## config.mk

```make
export PLATFORM = sky130hd
export DESIGN_NAME = read_ptr_status
export DESIGN_NICKNAME = d
export VERILOG_FILES = /design/src/rtl/read_ptr_status.sv
export SDC_FILE = /design/constraint.sdc
export NUM_CORES = 1
export LEC_CHECK = 0
export CORE_AREA = 4 4 72 74
export DETAILED_ROUTE_END_ITERATION = 6
export DIE_AREA = 0 0 76 78
export GPL_TIMING_DRIVEN = 0
export PLACE_DENSITY = 0.49
export SETUP_SLACK_MARGIN = 0.02
export SYNTH_ARGS = -nofsm -noshare
export SYNTH_HDL_FRONTEND = slang
export SYNTH_SLANG_ARGS = --single-unit
export TNS_END_PERCENT = 20
```

## constraint.sdc

```tcl
create_clock -name rclk -period 4.2 [get_ports rclk]
set_clock_uncertainty 0.15 [all_clocks]
set_input_delay 0.84 -clock rclk [delete_from_list [all_inputs] [get_ports rclk]]
set_output_delay 0.84 -clock rclk [all_outputs]
set_load 0.01 [all_outputs]
```

## src/rtl/read_ptr_status.sv

```systemverilog
// Read-side pointer and status logic for an asynchronous FIFO: Gray read pointer,
// empty / almost-empty / occupancy flags, flush and sticky underflow.
module read_ptr_status #(
  parameter int ADDRSIZE = 4,
  parameter int AE_RESET = 1
) (
  input  logic                rclk,
  input  logic                rrst,
  input  logic [ADDRSIZE:0]   rq2_wptr,
  input  logic                rinc,
  input  logic                rflush,
  input  logic                ae_wr,
  input  logic [ADDRSIZE:0]   ae_thresh,
  input  logic                uf_clr,
  output logic [ADDRSIZE-1:0] raddr,
  output logic [ADDRSIZE:0]   rptr,
  output logic                rden,
  output logic                rempty,
  output logic                ralmost_empty,
  output logic [ADDRSIZE:0]   rlevel,
  output logic                runderflow
);

  localparam logic [ADDRSIZE:0] THR_RST = (ADDRSIZE+1)'(AE_RESET);

  logic [ADDRSIZE:0] r_bin;
  logic [ADDRSIZE:0] r_ptr;
  logic [ADDRSIZE:0] r_thr;
  logic [ADDRSIZE:0] r_level;
  logic              r_empty;
  logic              r_almost_empty;
  logic              r_underflow;

  logic [ADDRSIZE:0] w_wbin;
  logic [ADDRSIZE:0] w_rbinnext;
  logic [ADDRSIZE:0] w_rgraynext;
  logic [ADDRSIZE:0] w_levnext;
  logic              w_inc;
  logic              w_uf_set;

  // Each binary bit is the XOR of all Gray bits at and above it.
  always_comb begin
    w_wbin = '0;
    for (int unsigned i = 0; i <= ADDRSIZE; i++) begin
      w_wbin[i] = ^(rq2_wptr >> i);
    end
  end

  always_comb begin
    w_inc       = rinc & ~r_empty;
    w_uf_set    = rinc & r_empty & ~rflush;
    w_rbinnext  = rflush ? w_wbin : r_bin + {{ADDRSIZE{1'b0}}, w_inc};
    w_rgraynext = (w_rbinnext >> 1) ^ w_rbinnext;
    w_levnext   = w_wbin - w_rbinnext;
  end

  always_ff @(posedge rclk or posedge rrst) begin
    if (rrst) begin
      r_bin          <= '0;
      r_ptr          <= '0;
      r_empty        <= 1'b1;
      r_almost_empty <= 1'b1;
      r_level        <= '0;
      r_underflow    <= 1'b0;
      r_thr          <= THR_RST;
    end else begin
      r_bin          <= w_rbinnext;
      r_ptr          <= w_rgraynext;
      r_empty        <= (w_rgraynext == rq2_wptr);
      r_almost_empty <= (w_levnext <= r_thr);
      r_level        <= w_levnext;
      if (w_uf_set) begin
        r_underflow <= 1'b1;
      end else if (uf_clr) begin
        r_underflow <= 1'b0;
      end
      if (ae_wr) begin
        r_thr <= ae_thresh;
      end
    end
  end

  assign raddr         = r_bin[ADDRSIZE-1:0];
  assign rptr          = r_ptr;
  assign rden          = rinc & ~r_empty & ~rflush;
  assign rempty        = r_empty;
  assign ralmost_empty = r_almost_empty;
  assign rlevel        = r_level;
  assign runderflow    = r_underflow;

endmodule

```

# == Yosys cells after proc, flatten, opt, wreduce, memory -nomap -nowiden ==
# Cells that the tools add are included.
# word_totals
regBits,23
input_bits,16
out_inout_bits,18
elab_cells,27
# classes
add_sub_neg,2
magnitude_cmp,1
eq_ne,1
mux,3
bitwise,7
reduce_logical,6
# op_table
cell,count
$reduce_xor A5 Y1,5
$add A5 B1 Y5,1
$eq A5 B5 Y1,1
$le A5 B5 Y1,1
$mux W5,1
$sub A5 B5 Y5,1
$xor A4 B5 Y5,1
$and A1 B1 Y1,4
$mux W1,2
$not A1 Y1,2
$reduce_bool A2 Y1,1

# == Logic depth before layout (Yosys ltp) ==
# Gate-level depths: netlist of run 1.
# logic_depth
ltp_word,6
mapped_depth,15
depth_no_buf,15

# == Worst setup path before layout of run 1 ==
# No wires, ideal clock.
# synth_path
kind,input to register
start,input port rq2_wptr[4]
end,register r_almost_empty (netlist: ralmost_empty)
setup_time_ns,0.077
arrival_time_ns,3.441
required_time_ns,3.973
slack_ns,0.531
path_stages,14
path_buffers,0
path_cell_list,xor2_2 xnor2_2 xor2_2 xor2_1 o21ai_1 ha_1 inv_1 fa_1 ha_1 nor2b_1 o21a_1 o21a_1 o21a_1 o22ai_1
# synth_between
elab_chain_cells,4
elab_cells_between_ends,8
classes_between,add/sub: 1; order compare: 1; mux: 1; reduce/logical: 5
# synth_lines
element,line_no,source
from (decl),9,"input logic [ADDRSIZE:0] rq2_wptr,"
$reduce_xor A5 Y1,45,w_wbin[i] = ^(rq2_wptr >> i);
$mux W5,52,"w_rbinnext = rflush ? w_wbin : r_bin + {{ADDRSIZE{1'b0}}, w_inc};"
via w_rbinnext[0],35,logic [ADDRSIZE:0] w_rbinnext;
$sub A5 B5 Y5,54,w_levnext = w_wbin - w_rbinnext;
via w_levnext[1],37,logic [ADDRSIZE:0] w_levnext;
$le A5 B5 Y1,70,r_almost_empty <= (w_levnext <= r_thr);
to (signal assigned),70,
to (decl),31,logic r_almost_empty;
# The timed path passes the listed nets, and every way through them passes these cells.
# A chain may end at the register's enable or synchronous reset.

# == Worst setup path after layout of run 1 ==
# layout_path
start,input port rinc
end,register r_almost_empty (netlist: ralmost_empty)
# layout_between
elab_chain_cells,5
# layout_lines
element,line_no,source
from (decl),10,"input logic rinc,"
$and A1 B1 Y1,50,w_inc = rinc & ~r_empty;
$add A5 B1 Y5,52,
$mux W5,52,
via w_rbinnext[1],35,
$sub A5 B5 Y5,54,
via w_levnext[3],37,
$le A5 B5 Y1,70,
# The timed path passes the listed nets, and every way through them passes these cells.

==> out/results.txt, run 1 <==
The run finished with clean final reports. The worst setup path is of the in -> reg kind. Setup violations remaining at the end of the flow were counted as 0. The number of enable-type register cells in the synthesized netlist is 0, and the total half-perimeter wirelength after legalization and detailed placement is 2.19 mm. The number of distinct library cells after synthesis is 33. The fraction of layout instances using a drive strength above 1 is 0.160.

After detailed placement, the total cell area comes to 1710 um2. The tools report the final number of max-transition violations as 0. The tools report the wire length of the first global-routing pass as 5.12 mm. The portion of the clock cycle consumed by the worst path in the final layout is 0.926, and the via count is 1,013. The logs give 2 for the maximum buffer depth of the clock tree and 4.24 ns for the required time of the worst setup path. After clock tree synthesis, the clock-pin slew on the worst setup and hold paths is 0.08 ns. The post-synthesis instance area is 1330 um2, and the later-pin clock latency in the skew report is 0.26 ns. For the maximum number of pins on one net before global-route repair, the log shows 23. For the via count of the first global-routing pass, the log shows 1,120. During placement, the flow inserted port buffers numbering 31.

The average cell area after synthesis came out at 10.3 um2. In this run the static leakage power is 0.822 nW. Dividing the detail-routed wire length by the instance count gives 12.9 um.

The logs give 1830 um2 for the finished layout cell area and 0.417 for the sequential-to-total area share from yosys stat. TritonCTS built the clock tree. Post-cts hold buffer count: 0.

In this run the worst path has a maximum fanout of 4. The routed design could run at a clock period as short as 3.89 ns. Setup repair after global routing left no endpoint under its margin.

The net total in the final layout is 197. The initial antenna violation count was 0. The logs give 0.202 mV for the maximum ir drop on the vdd rail and 0 for the yosys synthesis warning count. Across the run, the number of max-cap violations was 0.

The clock net in this run drives a total of 22 sinks. The design draws 1.00 mW. The transition time of the tightest slew-check pin was 0.843 ns; the final antenna diode count was 0. The H-tree level count is 1.

After floorplanning, the core was divided into 25 placement rows. The wire length reported by the detailed router was 2.88 mm. The die covers 5930 um2. For this run the aggregate overflow at the end of global routing stands at 0. The die extent in x is 76 um.

The logs give 0.746 for the global placement routability congestion and 0 for the DRC violation count after routing. Clock tree synthesis selected as its root buffer the cell clkbuf_8. When the netlist entered floorplanning its net count stood at 156. Summed over all failing endpoints, the final setup total negative slack is 0 ns. The tools report the total CTS buffers as 3. The final core area utilization came out at 0.398. The run gives 0.437 as the headroom to the max-slew limit. The worst hold path class was reg -> reg.

The core region is 4600 um2. Most used flip-flop cell after synthesis: dfrtp_1. In this run the remaining antenna-violating nets after routing total 0. The power per unit of standard cell area is 548 nW/um2.

The area added between synthesis and finish is 37.7%, and the hold violation total from the final report is 0. The per-cell via count in the routed design works out to 4.54. The first detailed-routing pass ran for 4 iterations. The die span in y was 78 um.

The worst setup path is captured at a flop. The share of synthesized flip-flops with an asynchronous set or reset came out at 1.00. The tools report the starting density of the core as 0.289.

STA puts the critical path data arrival time at 3.93 ns. The run gives 0.104 as the total track usage. Synthesis produced a netlist whose cell count is 129.

The kind of start point of the critical path was a primary input. For this design the top-level I/O count stands at 34. The first routing iteration left 9 violations. For this run, the top clock speed supported by timing is 0.257 GHz. After synthesis the netlist holds a flip-flop and latch count of 22.
## critical path, cell delays in order
cell and delay (ns):
clkdlybuf4s50_1 0.42, nor2b_1 0.15, ha_2 0.20, ha_2 0.39, nor2_1 0.05, a21oi_1 0.17, inv_1 0.10, ha_1 0.29
a21oi_2 0.16, o21ai_0 0.10, a21o_1 0.20, xor2_1 0.19, ha_1 0.28, o21a_1 0.11, o21a_1 0.16, o22ai_1 0.13
## cell families (layout without fill, tap and decap cells)
family,after synthesis,in the layout,synth area share
DFF,22,22,0.417
and+or+nand+nor,24,24,0.0829
buffers and inverters,16,56,0.0471
muxes,5,5,0.0443
adders and majority gates,11,11,0.109
AOI/OAI and AO/OA,29,29,0.132
xor gates and xnor gates,22,22,0.168
## registers in the layout (all words and copies together) (netlist names)
name / count
r_thr: 5
runderflow: 1
r_bin: 5
rempty: 1
rlevel: 5
rptr: 4
ralmost_empty: 1
## path summary, 6_finish.rpt
path	start	endpoint	slack, ns	cells past startpoint
hold reg to reg	runderflow	runderflow	0.35	1
hold / removal	runderflow	runderflow	0.35	1
setup / recovery	rinc	ralmost_empty	0.31	16
max in group asynchronous	rrst	r_bin[4]	2.49	2
min in group asynchronous	rrst	r_thr[1]	0.89	2
setup reg to reg	rempty	ralmost_empty	0.85	15
## cell type report
type | count | area [um2]
fill | 458 | 2770
multi-input combinational | 91 | 721
sequential | 22 | 554
timing repair buffer | 36 | 353
tap | 54 | 67.6
inverter | 12 | 45.0
clock buffer | 3 | 41.3
clock inverter | 1 | 30.0
buffer | 4 | 17.5
## synthesized netlist by cell type, types with 2 or more instances
master     n  area (um2)
o21a_1     4        30.0
xor2_2     2        32.5
mux2_2     3        33.8
dfstp_2    3        78.8
dfrtp_1   19         475
ha_1      10         125
nor2b_1    2        12.5
nand3_1    2        10.0
buf_2      2        10.0
nor2_1     7        26.3
xnor2_2    2        32.5
nand2_1    9        33.8
xor2_1    11        96.3
xnor2_1    7        61.3
a21oi_1    7        35.0
inv_1     11        41.3
clkbuf_1   2        7.51
o21ai_0   11        55.1
## stage by stage
step           worst slack, ns  instances  hold slack [ns]
2_1_floorplan            0.531        129            0.344
3_3_place_gp            -0.262        214            0.325
3_5_place_dp            -0.278        214            0.340
4_1_cts                 0.0464        219            0.360
5_1_grt                 0.0484        223            0.388
6_report                 0.309        223            0.352
## routing by layer
metal	wire length, um	vias up	GRT usage
li1	-	507	-
met1	1290	481	0.130
met2	1430	21	0.168
met3	102	4	0.0209
met4	57	0	0.0534
met5	0	-	0
## report_power, final
part	internal, mW	total (mW)	switching, mW
Sequential	0.278	0.310	0.0316
Combinational	0.267	0.494	0.227
Clock	0.127	0.199	0.0716
## cell usage in the layout, fill, tap and decap left out, types with 2 or more instances in the layout
| master | netlist | routed |
|---|---|---|
| xor2_2 | 2 | 2 |
| o21a_1 | 4 | 4 |
| nor2b_1 | 2 | 2 |
| xnor2_2 | 2 | 2 |
| buf_4 | 0 | 5 |
| buf_2 | 2 | 2 |
| o21ai_0 | 11 | 11 |
| clkdlybuf4s50_1 | 0 | 29 |
| nor2_1 | 7 | 7 |
| ha_2 | 0 | 2 |
| clkbuf_1 | 2 | 2 |
| xnor2_1 | 7 | 7 |
| nand2_1 | 9 | 9 |
| dfrtp_1 | 19 | 19 |
| clkbuf_8 | 0 | 3 |
| dlymetal6s2s_1 | 0 | 2 |
| inv_1 | 11 | 11 |
| nand3_1 | 2 | 2 |
| xor2_1 | 11 | 11 |
| a21oi_1 | 7 | 6 |
| dfstp_2 | 3 | 3 |
| mux2_2 | 3 | 3 |
| ha_1 | 10 | 8 |
## repair_timing
action                     CTS  global route
buffers inserted             1             4
setup endpoints to repair    1             1
pin swaps                    1             2
resized for setup            0             5
Note: power is estimated with default switching activity, not from simulation.
==> run 2, diff against run 1 <==
--- a/config.mk
+++ b/config.mk
@@ -5,11 +5,10 @@
 export SDC_FILE = /design/constraint.sdc
 export NUM_CORES = 1
 export LEC_CHECK = 0
-export CORE_AREA = 4 4 72 74
+export CORE_AREA = 4 4 60 62
 export DETAILED_ROUTE_END_ITERATION = 6
-export DIE_AREA = 0 0 76 78
-export GPL_TIMING_DRIVEN = 0
-export PLACE_DENSITY = 0.49
+export DIE_AREA = 0 0 64 66
+export PLACE_DENSITY = 0.69
 export SETUP_SLACK_MARGIN = 0.02
 export SYNTH_ARGS = -nofsm -noshare
 export SYNTH_HDL_FRONTEND = slang
==> constraint.sdc (replaced) <==
create_clock -name rclk -period 4.7 [get_ports rclk]
set_clock_uncertainty 0.15 [all_clocks]
set_input_delay 0.94 -clock rclk [delete_from_list [all_inputs] [get_ports rclk]]
set_output_delay 0.94 -clock rclk [all_outputs]
set_load 0.01 [all_outputs]
==> run 2 against run 1 <==
  * Sequential share of layout area increased by 1.3 points
  * Wire length is 7.6% lower
  * Sequential cell count did not move
  * Global-route usage up 3.4 points
  * Total power fell by 15%
  * Core utilization grew 18 points
  * Hold slack better by 0.0081 ns
  * Count of clock-buffer cells in the layout is the same
  * Critical endpoint unchanged
  * Largest cell class unchanged
  * Largest power group unchanged
==> out/results.txt, run 2 (synthesis results as in run 1) <==
The run finished with clean final reports. The tools report the slack of the worst reg-to-reg path as 1.19 ns. The cell count of the worst hold path is 1.

The run gives 1,027 as the via count of the first global-routing pass. The combinational cell fraction of total power was 0.505; the wire length of the first global-routing pass was 4.70 mm. After detailed routing, the number of vias per cell comes to 4.86. The setup fix buffers added after clock tree synthesis was 0; the area added between synthesis and finish was 32.2%. The tree is rooted in a clkbuf_4. The logs give 0.31 ns for the later-pin clock latency in the skew report and 0 for the initial antenna violation count. In this run the worst hold path is classified as reg -> reg.

The fill cell instance count of the final layout is 270, and the total track usage is 0.138. The analysis attributes to cell leakage a power of 0.776 nW. Setup violations remaining at the end of the flow were counted as 0. The power per unit of standard cell area is 486 nW/um2, and the area of all sequential standard cells is 554 um2. Timing would allow up to 0.236 GHz. The most common cell after layout, fill and taps aside is clkdlybuf4s50_1. Of all nets on the critical path, the largest fanout is 6. Row generation in the floorplan step produced 20 rows. The die covers 4220 um2. The tools report the hold violation total from the final report as 0. The met1 layer usage reported by global route was 0.175; the final core area utilization was 0.580.

For the floorplan core area, the log shows 3030 um2. The worst setup path is launched from a primary input. The final number of max-transition violations was 0; the worst hold margin was 0.360 ns.

In this run, the number of DRC markers left after iteration 0 of detailed routing was 41. The congestion estimate from routability-driven global placement came to 0.788. After detailed placement, the design holds a cell count of 203.

The smallest clock period supported by the final layout is computed as 4.23 ns. The endpoint identified for the worst register-to-register timing path is ralmost_empty. End of the critical path: ralmost_empty.

After clock tree synthesis, the clock-pin slew on the worst setup and hold paths is 0.13 ns. The portion of the clock cycle consumed by the worst path in the final layout works out to 0.900. The detailed router placed 1,005 vias in this run. The fraction of layout instances using a drive strength above 1 was 0.110; the total net switching power was 290 uW. IR analysis of the VDD net gives a maximum drop of 0.238 mV.

Worst setup path startpoint: rq2_wptr[4]. The minimum setup slack after placement came out at 0.133 ns. The total clock sinks was 22. The category of the most critical setup path is in -> reg. The final antenna diode count was 0. In the layout the commonest cells are 33 x clkdlybuf4s50_1, 19 x dfrtp_1, 11 x inv_1, 11 x o21ai_0, 11 x xor2_1. The tools report the critical path capture point type as a flop. The tools report the maximum buffer depth of the clock tree as 2. The average wire per standard cell was 12.9 um; the top-level I/O count was 34. The run gives 0.241 as the met2 track demand over resource.

Measured along the x axis, the die boundary spans 64 um. After routing, the total negative slack on setup checks comes to 0 ns. The relative contribution of the clock network to total power was 0.172; the number of maximum-capacitance violations was 0. The tools report the DRC violation count after routing as 0. In this run the remaining antenna-violating nets after routing total 0.

The tools report the headroom to the max-slew limit as 0.447. The post-cts hold buffer count is 0. The multi-input logic area is 712 um2. Setup repair after global routing left no endpoint under its margin. The final non-filler cell total is 207, and the net total in the final layout is 191. The starting density of the core was 0.439; the maximum number of pins on one net before global-route repair was 23. Port buffering added 33 buffers. Busiest layer in global routing: met2. The worst path arrival time is 4.33 ns.

Measured in cells, the most critical reg-to-reg path has a length of 15. The routed design has 2.66 mm of wire. The fraction of met3 tracks used by global routing was 0.0204. The internal power consumption is 564 uW, and the share of total power consumed by net switching is 0.339. The share of total power in sequential cells is 0.322, and the total of cells resized after clock tree synthesis is 0.

The logs give 0.469 ns for the post-layout worst setup margin and 0 for the residual overflow from global routing. At the pin with the least slew margin, the transition time is 0.829 ns. The startpoint identified for the worst register-to-register timing path is rempty. Detailed placement ended at an HPWL of 2.13 mm.

The tools report the required time of the worst setup path as 4.80 ns. The first TritonRoute pass finished after 4 iterations. The floorplan step set the die height to 66 um. The tools report the H-tree level count as 1. The run gives 3 as the total CTS buffers. TritonCTS built the clock tree.
## run 2: changes by cell type in the layout (fill, tap and decap cells not counted), sizes merged
cell,before,now
buf,7,1
clkdlybuf4s50,29,33
clkbuf,5,3
dlymetal6s2s,2,0
## run 2: per-stage QoR
| step | instance area [um2] | power [mW] |
|---|---|---|
| floorplan | 1330 | 0.538 |
| global placement | 1700 | 0.702 |
| detailed placement | 1700 | 0.714 |
| CTS | 1760 | 0.863 |
| global route | 1760 | 0.923 |
| finish | 1760 | 0.854 |
## run 2: worst min-delay path by stage
stage,to,slack (ns),from
2_1_floorplan,r_thr[1],0.34,r_thr[1]
3_3_place_gp,runderflow,0.33,runderflow
3_5_place_dp,runderflow,0.34,runderflow
4_1_cts,runderflow,0.37,runderflow
5_1_grt,runderflow,0.40,runderflow
6_report,runderflow,0.36,runderflow
## run 2: layout make-up
| type | instances | share of cell area |
|---|---|---|
| timing repair buffer | 34 | 0.192 |
| clock buffer | 3 | 0.0128 |
| clock inverter | 1 | 0.0171 |
| tap | 44 | 0.0313 |
| sequential | 22 | 0.316 |
| multi-input combinational | 91 | 0.405 |
| inverter | 12 | 0.0256 |
## run 2: power groups by stage
stage          registers (mW)  clock network (mW)  logic [mW]
6_report                0.275               0.147       0.431
5_1_grt                 0.283               0.162       0.478
4_1_cts                 0.276               0.150       0.437
3_5_place_dp            0.281                   0       0.434
3_3_place_gp            0.279                   0       0.423
2_1_floorplan           0.304                   0       0.234
## run 2: per-layer routing
metal,vias to the layer above,part of all wire
met5,-,0
met3,5,0.035
met2,25,0.51
met4,0,0.011
met1,477,0.45
li1,498,-
## run 2: critical path, cell delays in order
cell	delay, ns
clkdlybuf4s50_1	0.49
xor2_2	0.24
xnor2_2	0.33
xor2_2	0.22
xor2_1	0.21
o21ai_1	0.11
ha_1	0.20
inv_1	0.09
fa_1	0.46
ha_1	0.30
nor2b_1	0.13
o21a_1	0.16
o21a_1	0.16
o21a_1	0.16
o22ai_1	0.12
==> run 3, diff against run 2 <==
==> constraint.sdc (replaced) <==
create_clock -name rclk -period 4.1 [get_ports rclk]
set_clock_uncertainty 0.15 [all_clocks]
set_input_delay 0.82 -clock rclk [delete_from_list [all_inputs] [get_ports rclk]]
set_output_delay 0.82 -clock rclk [all_outputs]
set_load 0.01 [all_outputs]
==> run 3 against run 2 <==
  * Global-route usage up 0.63 points
  * Largest cell class unchanged
  * Critical path type unchanged
  * Core utilization up 3.0 points
  * Final cell count up 5.8%
  * Sequential cell count unchanged
  * Critical endpoint unchanged
  * Largest power group unchanged
  * Die area unchanged
  * Sequential power up 14%
  * Critical path depth unchanged
==> out/results.txt, run 3 (synthesis results as in run 1) <==
The starting density of the core is 0.439, and the portion of the clock cycle consumed by the worst path in the final layout is 0.954. Entering global routing, the biggest net connects 23 pins. The critical-path maximum fanout works out to 2. The maximum cell stage delay along the critical path is 0.53 ns. The clock edge transition at the registers on the reported setup and hold paths was 0.13 ns.

The detailed-router iteration count before antenna repair was 4. For the worst setup path, the data arrival time is 4.01 ns. The wire-length estimate of the detail-placed layout is 2.26 mm. The final antenna diode count came out at 0.

The total clock sinks was 22. The floorplan has 20 rows. The run finished with clean final reports.

The library cells used most frequently in the layout, excluding fill and tap cells, are 33 x clkdlybuf4s50_1, 19 x dfrtp_1, 13 x buf_4. The critical path ends at ralmost_empty. STA classifies the critical path startpoint as a primary input. The worst setup path is of the in -> reg kind. At the pin with the least slew margin, the transition time is 0.814 ns. Average wire per standard cell: 12.7 um. The number of placed instances, taps included, is 214. The root buffer cell is clkbuf_4.

The smallest clock period supported by the final layout is computed as 3.91 ns. Setup repair after global routing left no endpoint under its margin. Compared with the post-synthesis result, the final layout area differs by 39.0%. The worst setup path is captured at a flop.

The layout has 251 filler cells. For the worst setup path, the data required time is 4.19 ns. In this run the worst hold path is classified as reg -> reg. The die span in y is 66 um.

DRC violation count after routing: 0. The first global-routing pass estimated 4.81 mm of wire. The reg-to-reg startpoint is rempty. The finished layout holds 219 standard cells, fillers aside. The final count of negative-setup-slack endpoints is 0. The post-route total power is 1.01 mW. The net total in the final layout is 203. The top-level I/O count is 34. The total overflow left after global routing is 0. The later-pin clock latency in the skew report was 0.31 ns; the multi-input logic area was 712 um2.

Port buffering added 33 buffers. The run gives 0 as the initial antenna violation count. The total die area came out at 4220 um2. For this block, the routed nets add up to 2.78 mm of wire.

The post-detailed-route count of antenna-violating nets is 0. For this design the ratio of total power to cell area is 545 nW/um2. For this run, the top clock speed supported by timing is 0.256 GHz. TritonCTS built the clock tree. The hold violation total from the final report is 0, and the area of all sequential standard cells is 554 um2.

The logs give 0.457 for the headroom to the max-slew limit and 0 for the number of maximum-capacitance violations. The tools report the final core area utilization as 0.610. For the via count of the first global-routing pass, the log shows 1,094. The setup fix buffers added after clock tree synthesis is 0. Total of cells resized after clock tree synthesis: 0. For the total track usage, the log shows 0.144. For the number of DRC markers after the initial detailed-route iteration, the log shows 33.

The worst reg2reg path endpoint is ralmost_empty. For the post-cts hold buffer count, the log shows 0. Walking the worst path, the cells encountered are clkdlybuf4s50_1 > xor2_2 > xnor2_2 > xor2_2 > xor2_1 > o21ai_1 > ha_1 > inv_1 > fa_1 > ha_1 > nor2b_1 > o21a_1 > o21a_1 > o21a_1 > o22ai_1. The accumulated negative setup slack is 0 ns.

The floorplan core area was 3030 um2; the final number of max-transition violations was 0. The per-cell via count in the routed design is 4.89, and the fraction of layout instances using a drive strength above 1 is 0.171. The maximum ir drop on the vdd rail is 0.285 mV, and the slack of the worst reg-to-reg path is 0.82 ns. Clock tree synthesis inserted a total of 3 buffers. Tracing the worst setup path back leads to its startpoint at rq2_wptr[4]. The library cell contributing the largest single delay on the critical path was clkdlybuf4s50_1. The most common cell type on the critical path is o21a_1. The library cell used most frequently in the layout, excluding fill and tap cells, is clkdlybuf4s50_1. The die is 64 um wide. Routability-driven placement finished with a final weighted congestion of 0.780. The maximum buffer depth of the clock tree was 2; the H-tree level count was 1. The depth of the most critical reg-to-reg path works out to 15.

For the total leakage power, the log shows 0.834 nW. For the via count, the log shows 1,070.
run 3: changes by cell type in the layout (fill, tap and decap cells not counted), sizes merged:
cell	delta
buf	+12
run 3: worst max-delay path, delay by kind of cell:
family,cells,cell delay (ns)
fa+ha+maj,3,0.93
compound gates,5,0.73
simple gates,1,0.13
xor+xnor,4,0.80
buf+inv,2,0.62
run 3: metrics by stage:
| step | worst slack [ns] | hold WS, ns | instance area [um2] |
|---|---|---|---|
| 5_1_grt | 0.0258 | 0.405 | 1850 |
| 6_report | 0.187 | 0.364 | 1850 |
| 2_1_floorplan | 0.451 | 0.344 | 1330 |
| 4_1_cts | 0.147 | 0.374 | 1840 |
| 3_5_place_dp | -0.180 | 0.345 | 1790 |
| 3_3_place_gp | -0.0174 | 0.329 | 1790 |
run 3: area by class of cell:
cell class	instances	area share
clock buffers	3	0.0122
repair buffers	46	0.232
inverters	12	0.0244
clock inverters	1	0.0163
well taps	44	0.0298
multi-input cells	91	0.386
flip-flops and latches	22	0.300
run 3: report_power, final:
part	internal, mW	switching, mW
logic	0.289	0.237
registers	0.284	0.0301
clock network	0.0988	0.0666
run 3: worst min path at each step:
stage	startpoint	end	cells after the start
after floorplan	r_thr[1]	r_thr[1]	2
after global placement	runderflow	runderflow	1
after detailed placement	runderflow	runderflow	1
after CTS	runderflow	runderflow	1
after global routing	runderflow	runderflow	1
final	runderflow	runderflow	1
run 3: per-layer routing:
metal / vias to the layer above / routed length [um] / GRT usage
met1: 516 / 1160 / 0.162
li1: 524 / - / -
met4: 0 / 48 / 0.0566
met2: 26 / 1460 / 0.268
met5: - / 0 / 0
met3: 4 / 113 / 0.0238
